File: src/rtl/period_meter.sv
// rtl/period_meter.sv - rising-edge period meter for one asynchronous input
//
// Measures the number of clk_clk cycles between consecutive synchronized
// rising edges of sig_in and publishes the count for a PIO input.
//
// Ports:
//   clk_clk      in   system clock, single domain
//   reset_reset  in   asynchronous active-high reset
//   sig_in       in   asynchronous signal under measurement
//   enable       in   measurement enable (synchronous level)
//   period_out   out  last published period in clk_clk cycles
//   period_valid out  one-cycle pulse, the cycle after period_out updates
//   overflow     out  last published period saturated without an edge
//   armed        out  FSM is in ARM or MEASURE
//
// Build option: define PERIOD_METER_DEGLITCH_EN to insert a 3-sample
// majority filter ahead of the edge detector (suppresses 1-clock pulses and
// gaps, adds 2 cycles of latency).

module period_meter #(
  parameter int WIDTH       = 28,
  parameter int SYNC_STAGES = 2
) (
  input  logic             clk_clk,
  input  logic             reset_reset,
  input  logic             sig_in,
  input  logic             enable,
  output logic [WIDTH-1:0] period_out,
  output logic             period_valid,
  output logic             overflow,
  output logic             armed
);

  localparam logic [1:0] ST_IDLE    = 2'd0;
  localparam logic [1:0] ST_ARM     = 2'd1;
  localparam logic [1:0] ST_MEASURE = 2'd2;

  localparam logic [WIDTH-1:0] CNT_MAX = '1;
  localparam logic [WIDTH-1:0] CNT_ONE = WIDTH'(1);

  logic [SYNC_STAGES-1:0] sync_q;
  logic                   s_sync;
  logic                   s_filt;
  logic                   s_prev;
  logic                   edge_det;
  logic [1:0]             state;
  logic [WIDTH-1:0]       cnt;
  logic                   publish;

  always_ff @(posedge clk_clk or posedge reset_reset) begin
    if (reset_reset) begin
      sync_q <= '0;
    end else begin
      sync_q <= {sync_q[SYNC_STAGES-2:0], sig_in};
    end
  end

  assign s_sync = sync_q[SYNC_STAGES-1];

`ifdef PERIOD_METER_DEGLITCH_EN
  logic [1:0] dly_q;
  logic       filt_q;

  // Majority of three consecutive samples; registering the vote gives a
  // uniform 2-cycle delay for clean transitions.
  always_ff @(posedge clk_clk or posedge reset_reset) begin
    if (reset_reset) begin
      dly_q  <= '0;
      filt_q <= 1'b0;
    end else begin
      dly_q  <= {dly_q[0], s_sync};
      filt_q <= (s_sync & dly_q[0]) | (s_sync & dly_q[1]) | (dly_q[0] & dly_q[1]);
    end
  end

  assign s_filt = filt_q;
`else
  assign s_filt = s_sync;
`endif

  always_ff @(posedge clk_clk or posedge reset_reset) begin
    if (reset_reset) begin
      s_prev <= 1'b0;
    end else begin
      s_prev <= s_filt;
    end
  end

  assign edge_det = s_filt & ~s_prev;

  always_ff @(posedge clk_clk or posedge reset_reset) begin
    if (reset_reset) begin
      state        <= ST_IDLE;
      cnt          <= '0;
      period_out   <= '0;
      overflow     <= 1'b0;
      publish      <= 1'b0;
      period_valid <= 1'b0;
    end else begin
      publish      <= 1'b0;
      // Valid trails the result registers by one cycle so period_out and
      // overflow are already stable when the pulse is seen.
      period_valid <= publish;
      if (!enable) begin
        state <= ST_IDLE;
        cnt   <= '0;
      end else begin
        case (state)
          ST_IDLE: begin
            cnt   <= '0;
            state <= ST_ARM;
          end
          ST_ARM: begin
            if (edge_det) begin
              cnt   <= CNT_ONE;
              state <= ST_MEASURE;
            end
          end
          ST_MEASURE: begin
            // Edge is checked first so a coincident edge publishes all-ones
            // as a normal result with overflow clear.
            if (edge_det) begin
              period_out <= cnt;
              overflow   <= 1'b0;
              publish    <= 1'b1;
              cnt        <= CNT_ONE;
            end else if (cnt == CNT_MAX) begin
              period_out <= CNT_MAX;
              overflow   <= 1'b1;
              publish    <= 1'b1;
              cnt        <= '0;
              state      <= ST_ARM;
            end else begin
              cnt <= cnt + CNT_ONE;
            end
          end
          default: begin
            state <= ST_IDLE;
            cnt   <= '0;
          end
        endcase
      end
    end
  end

  assign armed = (state == ST_ARM) || (state == ST_MEASURE);

endmodule

File: config.mk
export PLATFORM = sky130hd
export DESIGN_NAME = period_meter
export DESIGN_NICKNAME = d
export VERILOG_FILES = /design/src/rtl/period_meter.sv
export SDC_FILE = /design/constraint.sdc
export NUM_CORES = 1
export LEC_CHECK = 0
export BUFFER_PORTS_ARGS = -buffer_cell sky130_fd_sc_hd__buf_2
export CELL_PAD_IN_SITES_DETAIL_PLACEMENT = 1
export CELL_PAD_IN_SITES_GLOBAL_PLACEMENT = 1
export CORE_ASPECT_RATIO = 1.5
export CORE_MARGIN = 10
export CORE_UTILIZATION = 35
export DETAILED_ROUTE_END_ITERATION = 6
export GPL_TIMING_DRIVEN = 0
export MAX_ROUTING_LAYER = met4
export PLACE_DENSITY_LB_ADDON = 0.08
export SKIP_CTS_REPAIR_TIMING = 1
export SLEW_MARGIN = 10
export SYNTH_ARGS = -nofsm -noshare
export SYNTH_HDL_FRONTEND = slang
export SYNTH_SLANG_ARGS = --single-unit
File: constraint.sdc
create_clock -name clk_clk -period 2.1 [get_ports clk_clk]
set_input_delay 0.42 -clock clk_clk [delete_from_list [all_inputs] [get_ports clk_clk]]
set_output_delay 0.42 -clock clk_clk [all_outputs]
set_load 0.01 [all_outputs]
==> results.toml, run 1 <==
[clocking]
cts_tree = "yes"
cts_max_path_buffers = 2
numClockSinks = 64
clk_latency_ns = 0.33
htreeDepth = 3
cts.reportedPaths.clkPinSlew_ns = 0.06
root_buffer = "clkbuf_16"
numCtsBuffers = 9

[floorplan]
core_area_sq_um = 8828
initial_core_util = 0.3566
die_w_um = 97.44
ioPinCount = 35
dieArea_sq_um = 13270
die_h_um = 136.2
placementRows = 42

[routing]
route.detailed.drc = 0
post_drt_via_cell_ratio = 5.798
drtIter0Drc = 173
drtPass1Iterations = 4
wl_per_cell_um = 20.74
wirelength_um = 9977
num_vias = 2789
ant_nets = 0

[final_layout]
area_growth_pct = 28.22
antenna_cells = 0
drive_gt1_frac = 0.2803
final_core_util = 0.4572
layout.cells.non_filler = 481
fin_nets = 373

[logic_synthesis]
avgSynthCellArea_sq_um = 10.19
synthMostInstantiatedCell = "dfrtp_1"
yosysTopAreaCell = "dfrtp_1"
yosysSeqAreaShare = 0.5087
yosys_most_used_dff = "dfrtp_1"
ys_async_sr_fraction = 1.000
synth_area_leaders = "dfrtp_1, a31oi_1, o22a_1"
synthTopCellsByCount = "dfrtp_1, a31oi_1, nand3_1, nand2_1, nand4_1"
synth.top_cell.area_share = 0.5087
synth_area_sq_um = 3148
synth_nets = 316
synth-seq-cells = 64
ys.warnings.count = 0
synth_cell_type_count = 37
synth_edf_count = 0
synth_cells = 309

[power_and_ir_drop]
leakage_nw = 1.711
p_per_area_nw_per_um2 = 893.8
peakVddDrop_mv = 0.5994

[timing]
worstMarginPinSlew_ns = 0.5604
final.setup.tns_ns = 0
clock.fmax_mhz = 497.2
clock_skew_ns = 0.006518
min_period_ns = 2.011
slew_violations = 0
hold_viol_final = 0
setup_viol = 0
finalCritPeriodShare = 0.9578
setup_ws_ns = 0.08869
slew_headroom = 0.6264

[placement]
gp_congestion = 0.8199
detailed_place_hpwl_um = 6793
port_buffers = 33
preCtsSetupSlack_ns = -0.5091
dp_cells = 453

[grt]
grt_pass1_vias = 2958
grt_overflow = 0
antenna_found_initial = 0
track_usage = 0.1577
grt_max_degree = 48
grt_pass1_wl_um = 16350

[outcome]
status = "finished clean"

[setup_path]
r2r_start = "cnt[8]"
worstPathArrival_ns = 2.28
critPathLaunch = "cnt[8]"
cp-end-kind = "register"
path_max_fanout = 10
cp-start-kind = "register"
criticalPathCategory = "reg2reg"
cp.required_ns = 2.37

[job]
cap_viol_max_count = 0

[min_path]
hold_path.class = "in2async"
[per-layer routing]
metal	wire length [um]	track usage	vias up	part of all wire
met4	162	0.06159	0	0.016
met1	4353	0.1800	1431	0.44
met5	0	-	-	0
met3	323	0.03404	13	0.032
li1	-	-	1297	-
met2	5138	0.2646	48	0.51
[state kept, by name (all words and copies together), names as in the netlist]
signal and cells:
cnt 28, publish 1, s_prev 1, sync_q 2
period_out 28, state 2, period_valid 1, overflow 1
[layout make-up]
class / count / area (sq um)
Fill cell: 1010 / 4792
Sequential cell: 64 / 1610
Multi-Input combinational cell: 213 / 1498
Timing Repair Buffer: 48 / 310.3
Clock buffer: 13 / 260.3
Buffer: 22 / 147.6
Tap cell: 110 / 137.6
Clock inverter: 3 / 40.04
Inverter: 8 / 32.53
[worst max-delay path: stages, from the launching register on]
cell,delay [ns]
dfrtp_1,0.47
nand4_1,0.23
nor4_4,0.43
nand3_4,0.19
a21oi_4,0.18
buf_2,0.25
o22a_1,0.18
[path summary, 6_finish.rpt]
check	slack [ns]	to	depth (start not counted)
worst min-delay path	0.02	s_prev	2
worst max register to register	0.09	period_out[27]	6
worst max-delay path	0.09	period_out[27]	6
worst min register to register	0.35	sync_q[1]	0
max in group asynchronous	1.53	cnt[1]	3
min in group clk_clk	0.20	sync_q[0]	1
[kinds of logic after synthesis]
group,after synthesis,share of synthesized area
muxes,5,0.01590
AOI/OAI and AO/OA,84,0.1896
DFF,64,0.5087
and+or+nand+nor,117,0.2186
adders and majority gates,3,0.01192
buffers and inverters,32,0.04412
xor gates and xnor gates,4,0.01113
[cell usage in the layout (no fill, tap or decap), types with 3 or more instances in the layout]
cell type	count
and4_1	4
nand3b_1	5
nand4_1	17
o21ai_0	7
and3_1	7
buf_4	13
or3_1	13
inv_1	7
dfrtp_1	57
clkbuf_4	3
o22a_1	15
clkbuf_16	9
o21a_1	14
nor3_2	3
dfrtp_2	7
nand3_1	23
nor2_1	7
a31oi_1	31
buf_6	4
buf_2	41
nand2_1	20
clkbuf_1	6
o211ai_1	6
a41oi_1	4
xor2_1	4
mux2i_1	5
[where the power goes]
group          internal (mW)  total [mW]  switching, mW
Combinational          0.283       0.592          0.309
Sequential              1.40        1.49         0.0880
Clock                  0.980        1.53          0.546
[stage by stage]
stage | cell area, sq um | hold WS (ns) | power (mW)
2_1_floorplan | 3148 | 0.3312 | 1.838
3_3_place_gp | 3451 | 0.3331 | 2.070
3_5_place_dp | 3481 | 0.3364 | 2.099
4_1_cts | 3781 | 0.02775 | 3.638
5_1_grt | 4036 | 0.03443 | 3.790
6_report | 4036 | 0.02373 | 3.608
Power figures use the tool's default switching activity.
==> run 2: changes to the inputs <==
--- a/config.mk
+++ b/config.mk
@@ -14,7 +14,7 @@
 export DETAILED_ROUTE_END_ITERATION = 6
 export GPL_TIMING_DRIVEN = 0
 export MAX_ROUTING_LAYER = met4
-export PLACE_DENSITY_LB_ADDON = 0.08
+export PLACE_DENSITY_LB_ADDON = 0.12
 export SKIP_CTS_REPAIR_TIMING = 1
 export SLEW_MARGIN = 10
 export SYNTH_ARGS = -nofsm -noshare
==> results.toml, run 2 (synthesis gave the netlist of run 1 again) <==
[final_layout]
final_cell_mix = "dfrtp_1, buf_2, a31oi_1, nand3_1, nand2_1"
layout_commonest_cell = "dfrtp_1"
seq_area_sq_um = 1604
largest_registers = "cnt x28, period_out x28"
antenna_cells = 0
area_growth_pct = 26.07
fin_nets = 370
multi_input_area_sq_um = 1464
fillerInstances = 1025
layout.cells.non_filler = 478
final_core_util = 0.4495
drive_gt1_frac = 0.2446

[placement]
port_buffers = 33
gp_congestion = 0.8186
preCtsSetupSlack_ns = -0.5611
detailed_place_hpwl_um = 6693
dp_cells = 453

[routing]
num_vias = 2793
post_drt_via_cell_ratio = 5.843
drtPass1Iterations = 4
drtIter0Drc = 114
route.detailed.drc = 0
wirelength_um = 9770
wl_per_cell_um = 20.44
ant_nets = 0

[grt]
grt_overflow = 0
grt_max_degree = 37
grt_pass1_wl_um = 15450
track_usage = 0.1495
antenna_found_initial = 0
grt_pass1_vias = 2788

[timing]
finalCritPeriodShare = 0.9969
min_period_ns = 2.094
hold_viol_final = 0
setup_viol = 0
rsz0062_at_grt = "true"
setup_ws_ns = 0.006453
clock.fmax_mhz = 477.7
clock_skew_ns = 0.01136
slew_headroom = 0.6080
worstMarginPinSlew_ns = 0.5835
slew_violations = 0

[floorplan]
die_w_um = 97.44
dieArea_sq_um = 13270
placementRows = 42
ioPinCount = 35
die_h_um = 136.2
core_area_sq_um = 8828
initial_core_util = 0.3566

[setup_path]
crit_chain = "inv_1 > ha_2 > nand2_2 > nor4_4 > buf_4 > nand2_1 > o211ai_1"
worst-path-stages = 7
path_buf_inv = 2
criticalPathCategory = "reg2reg"
path_max_fanout = 7
cp.required_ns = 2.33
slowest_stage = "dfrtp_1"
cp-end-kind = "register"
cp-start-kind = "register"
worstPathArrival_ns = 2.33
slowest_delay_ns = 0.42
ff2ff_path_depth = 7
crit_family = "simple AND/OR/NAND/NOR gates"

[clocking]
cts.reportedPaths.clkPinSlew_ns = 0.05
numCtsBuffers = 9
clk_latency_ns = 0.34
numClockSinks = 64
cts_max_path_buffers = 2
root_buffer = "clkbuf_16"
htreeDepth = 3
cts_tree = "yes"

[min_path]
hold_path.class = "in2async"

[job]
cap_viol_max_count = 0

[power_and_ir_drop]
p_per_area_nw_per_um2 = 923.8
peakVddDrop_mv = 0.4121
leakage_nw = 1.694

[outcome]
status = "finished clean"
[run 2: cell count changes in the layout (fill, tap and decap cells not counted), moves of 2 or more]
| cell | previous run | this run |
|---|---|---|
| dfrtp_1 | 57 | 62 |
| dfrtp_2 | 7 | 2 |
| buf_4 | 13 | 9 |
| buf_2 | 41 | 43 |
| clkbuf_1 | 6 | 8 |
| nor3_1 | 2 | 4 |
| nor3_2 | 3 | 1 |
[run 2: report_power, final]
part	leakage (nW)	internal, mW	switching, mW
clock	0.154	1.07	0.529
combinational	0.675	0.279	0.300
sequential	0.865	1.40	0.0865
[run 2: per-stage QoR]
step           hold slack (ns)  setup TNS [ns]  power (mW)  cell area, sq um
3_5_place_dp            0.3416          -26.64       2.094              3473
2_1_floorplan           0.3312               0       1.838              3148
5_1_grt                 0.1054         -0.4620       3.858              3969
6_report               0.07861               0       3.666              3969
3_3_place_gp            0.3318          -78.75       2.069              3451
4_1_cts                0.08889          -27.77       3.708              3789
[run 2: final cells by class]
cell class                      instances  share of cell area
Sequential cell                        64              0.4042
Multi-Input combinational cell        213              0.3689
Timing Repair Buffer                   44             0.06967
Clock buffer                           13             0.06305
Buffer                                 23             0.03499
Tap cell                              110             0.03468
Clock inverter                          3             0.01639
Inverter                                8            0.008197
[run 2: worst reg2reg max path, cell delays in order (launching register included)]
cell and delay, ns:
dfrtp_1 0.42, inv_1 0.10, ha_2 0.24, nand2_2 0.15
nor4_4 0.29, buf_4 0.20, nand2_1 0.30, o211ai_1 0.30
[run 2: path summary, 6_finish.rpt]
check                             from        endpoint  slack, ns
min in group clk_clk            sig_in       sync_q[0]       0.20
max reg2reg                   state[0]          cnt[8]      0.006
min                        reset_reset  period_out[17]       0.08
min reg2reg                    publish    period_valid       0.35
max in group asynchronous  reset_reset          cnt[1]       1.49
max                           state[0]          cnt[8]      0.006
[run 2: routing by layer]
layer,vias up,track usage,wire length [um]
met5,-,-,0
met4,0,0.07374,240
met3,19,0.03201,389
met2,61,0.2432,4862
met1,1419,0.1714,4277
li1,1294,-,-
==> run 3: changes to the inputs <==
--- a/config.mk
+++ b/config.mk
@@ -5,6 +5,7 @@
 export SDC_FILE = /design/constraint.sdc
 export NUM_CORES = 1
 export LEC_CHECK = 0
+export ABC_AREA = 1
 export BUFFER_PORTS_ARGS = -buffer_cell sky130_fd_sc_hd__buf_2
 export CELL_PAD_IN_SITES_DETAIL_PLACEMENT = 1
 export CELL_PAD_IN_SITES_GLOBAL_PLACEMENT = 1
@@ -14,7 +15,7 @@
 export DETAILED_ROUTE_END_ITERATION = 6
 export GPL_TIMING_DRIVEN = 0
 export MAX_ROUTING_LAYER = met4
-export PLACE_DENSITY_LB_ADDON = 0.12
+export PLACE_DENSITY = 0.69
 export SKIP_CTS_REPAIR_TIMING = 1
 export SLEW_MARGIN = 10
 export SYNTH_ARGS = -nofsm -noshare
==> results.toml, run 3 <==
[power_and_ir_drop]
seq_power_share = 0.430
p_per_area_nw_per_um2 = 826.8
pwr-share-comb = 0.137
p_clk_frac = 0.433
leakage_nw = 1.925
swShare = 0.2652
peakVddDrop_mv = 0.4341
p_total_mw = 3.322
p_sw_mw = 0.8808
p_int_mw = 2.441

[timing]
setup_ws_ns = 0.1783
clock_skew_ns = 0.004337
clock.fmax_mhz = 520.4
slew_violations = 0
hold_viol_final = 0
min_period_ns = 1.922
finalCritPeriodShare = 0.9151
setup_viol = 0
worstMarginPinSlew_ns = 0.5044
slew_headroom = 0.6637
rsz0062_at_grt = "true"

[placement]
gp_congestion = 0.9533
dp_cells = 576
detailed_place_hpwl_um = 7195
port_buffers = 34
dpl_cell_area_sq_um = 3665
preCtsSetupSlack_ns = -0.2594

[final_layout]
layout.cells.non_filler = 597
fin_nets = 487
area_growth_pct = 20.85
antenna_cells = 0
final_area_sq_um = 4018
drive_gt1_frac = 0.2000
final_core_util = 0.4342
largest_registers = "cnt x28, period_out x28"
final_cell_mix = "nor2_1, nand2_1, dfrtp_1, inv_1, buf_2"
layout_commonest_cell = "nor2_1"

[setup_path]
worstPathArrival_ns = 2.18
slowest_stage = "nor2_2"
path_max_fanout = 9
criticalPathCategory = "reg2reg"
cp.required_ns = 2.36
cp-start-kind = "register"
cp-end-kind = "register"
crit_chain = "inv_1 > ha_1 > inv_1 > nand2_1 > nor2_1 > nand2_1 > nor2_2 > nand3_1 > o21ai_0"
slowest_delay_ns = 0.41

[clocking]
clk_latency_ns = 0.34
numCtsBuffers = 9
numClockSinks = 64
cts.reportedPaths.clkPinSlew_ns = 0.05
root_buffer = "clkbuf_16"
htreeDepth = 3
cts_tree = "yes"
cts_max_path_buffers = 2

[grt]
track_usage = 0.1473
grt_pass1_wl_um = 15820
antenna_found_initial = 0
grt_max_degree = 64
grt_pass1_vias = 3185
grt_overflow = 0

[floorplan]
initial_core_util = 0.3592
placementRows = 43
dieArea_sq_um = 13880
die_h_um = 139.4
ioPinCount = 35
die_w_um = 99.58
core_area_sq_um = 9254

[routing]
drtPass1Iterations = 5
post_drt_via_cell_ratio = 4.903
ant_nets = 0
drtIter0Drc = 89
wl_per_cell_um = 15.63
num_vias = 2927
wirelength_um = 9334
route.detailed.drc = 0

[logic_synthesis]
synth_cell_type_count = 24
avgSynthCellArea_sq_um = 7.749
synth_area_leaders = "dfrtp_1, nor2_1, nand2_1"
yosysSeqAreaShare = 0.4817
synth_nets = 436
synth-seq-cells = 64
synth_cells = 429
synth.top_cell.area_share = 0.4817
yosys_most_used_dff = "dfrtp_1"
yosysTopAreaCell = "dfrtp_1"
synth_edf_count = 0
synthMostInstantiatedCell = "nor2_1"
ys_async_sr_fraction = 1.000
ys.warnings.count = 0
synthTopCellsByCount = "nor2_1, nand2_1, dfrtp_1, inv_1, nand3_1"
synth_area_sq_um = 3324

[outcome]
status = "finished clean"

[job]
cap_viol_max_count = 0

[min_path]
hold_path.class = "in2reg"
## run 3: worst paths after layout
kind	startpoint	to	slack [ns]	cells after the start
min reg2reg	sync_q[0]	sync_q[1]	0.35	0
min in group asynchronous	reset_reset	period_out[7]	0.49	3
max reg2reg	state[0]	cnt[4]	0.18	9
max	state[0]	cnt[4]	0.18	9
min	sig_in	sync_q[0]	0.19	1
max in group asynchronous	reset_reset	cnt[1]	1.12	4
## run 3: layout make-up
| cell class | count | area (sq um) |
|---|---|---|
| buffer | 9 | 68.82 |
| inverter | 45 | 175.2 |
| clock inverter | 2 | 12.51 |
| timing repair buffer | 40 | 237.7 |
| multi-input combinational | 311 | 1505 |
| clock buffer | 14 | 274.0 |
| fill | 1175 | 5236 |
| tap | 112 | 140.1 |
| sequential | 64 | 1604 |
## run 3: critical path, delay by kind of cell (launching register included)
family	cells	cell delay, ns
AOI/OAI and AO/OA	1	0.10
adders and majority gates	1	0.29
buffers and inverters	2	0.13
and+or+nand+nor	5	0.92
DFF	1	0.40
## run 3: power groups by stage
stage,Combinational (mW),Sequential [mW],Clock (mW)
floorplan,0.198,1.51,0
global placement,0.443,1.45,0
detailed placement,0.460,1.45,0
CTS,0.463,1.43,1.47
global route,0.517,1.45,1.52
finish,0.455,1.43,1.44
## run 3: logic make-up (layout without fill, tap and decap cells)
| family | Yosys count | in the layout | share of synthesized area |
|---|---|---|---|
| AND/OR/NAND/NOR | 253 | 253 | 0.3177 |
| AO/OA/AOI/OAI | 40 | 40 | 0.07941 |
| buffers and inverters | 54 | 110 | 0.07038 |
| XOR/XNOR | 15 | 15 | 0.03952 |
| adder cells (fa/ha/maj) | 3 | 3 | 0.01129 |
| flip-flops | 64 | 64 | 0.4817 |
## run 3: through the flow
stage | hold WS, ns | TNS (ns)
after global placement | 0.3384 | -54.43
after floorplan | 0.3312 | 0
after CTS | -0.06622 | -5.237
after global routing | 0.1875 | -0.04001
after detailed placement | 0.2933 | -5.012
final | 0.1852 | 0
## run 3: per-layer routing
layer | vias to the layer above | share of wire | track usage
met2 | 50 | 0.53 | 0.2517
met1 | 1408 | 0.40 | 0.1467
met3 | 30 | 0.031 | 0.03370
li1 | 1439 | - | -
met5 | - | 0 | -
met4 | 0 | 0.043 | 0.09235
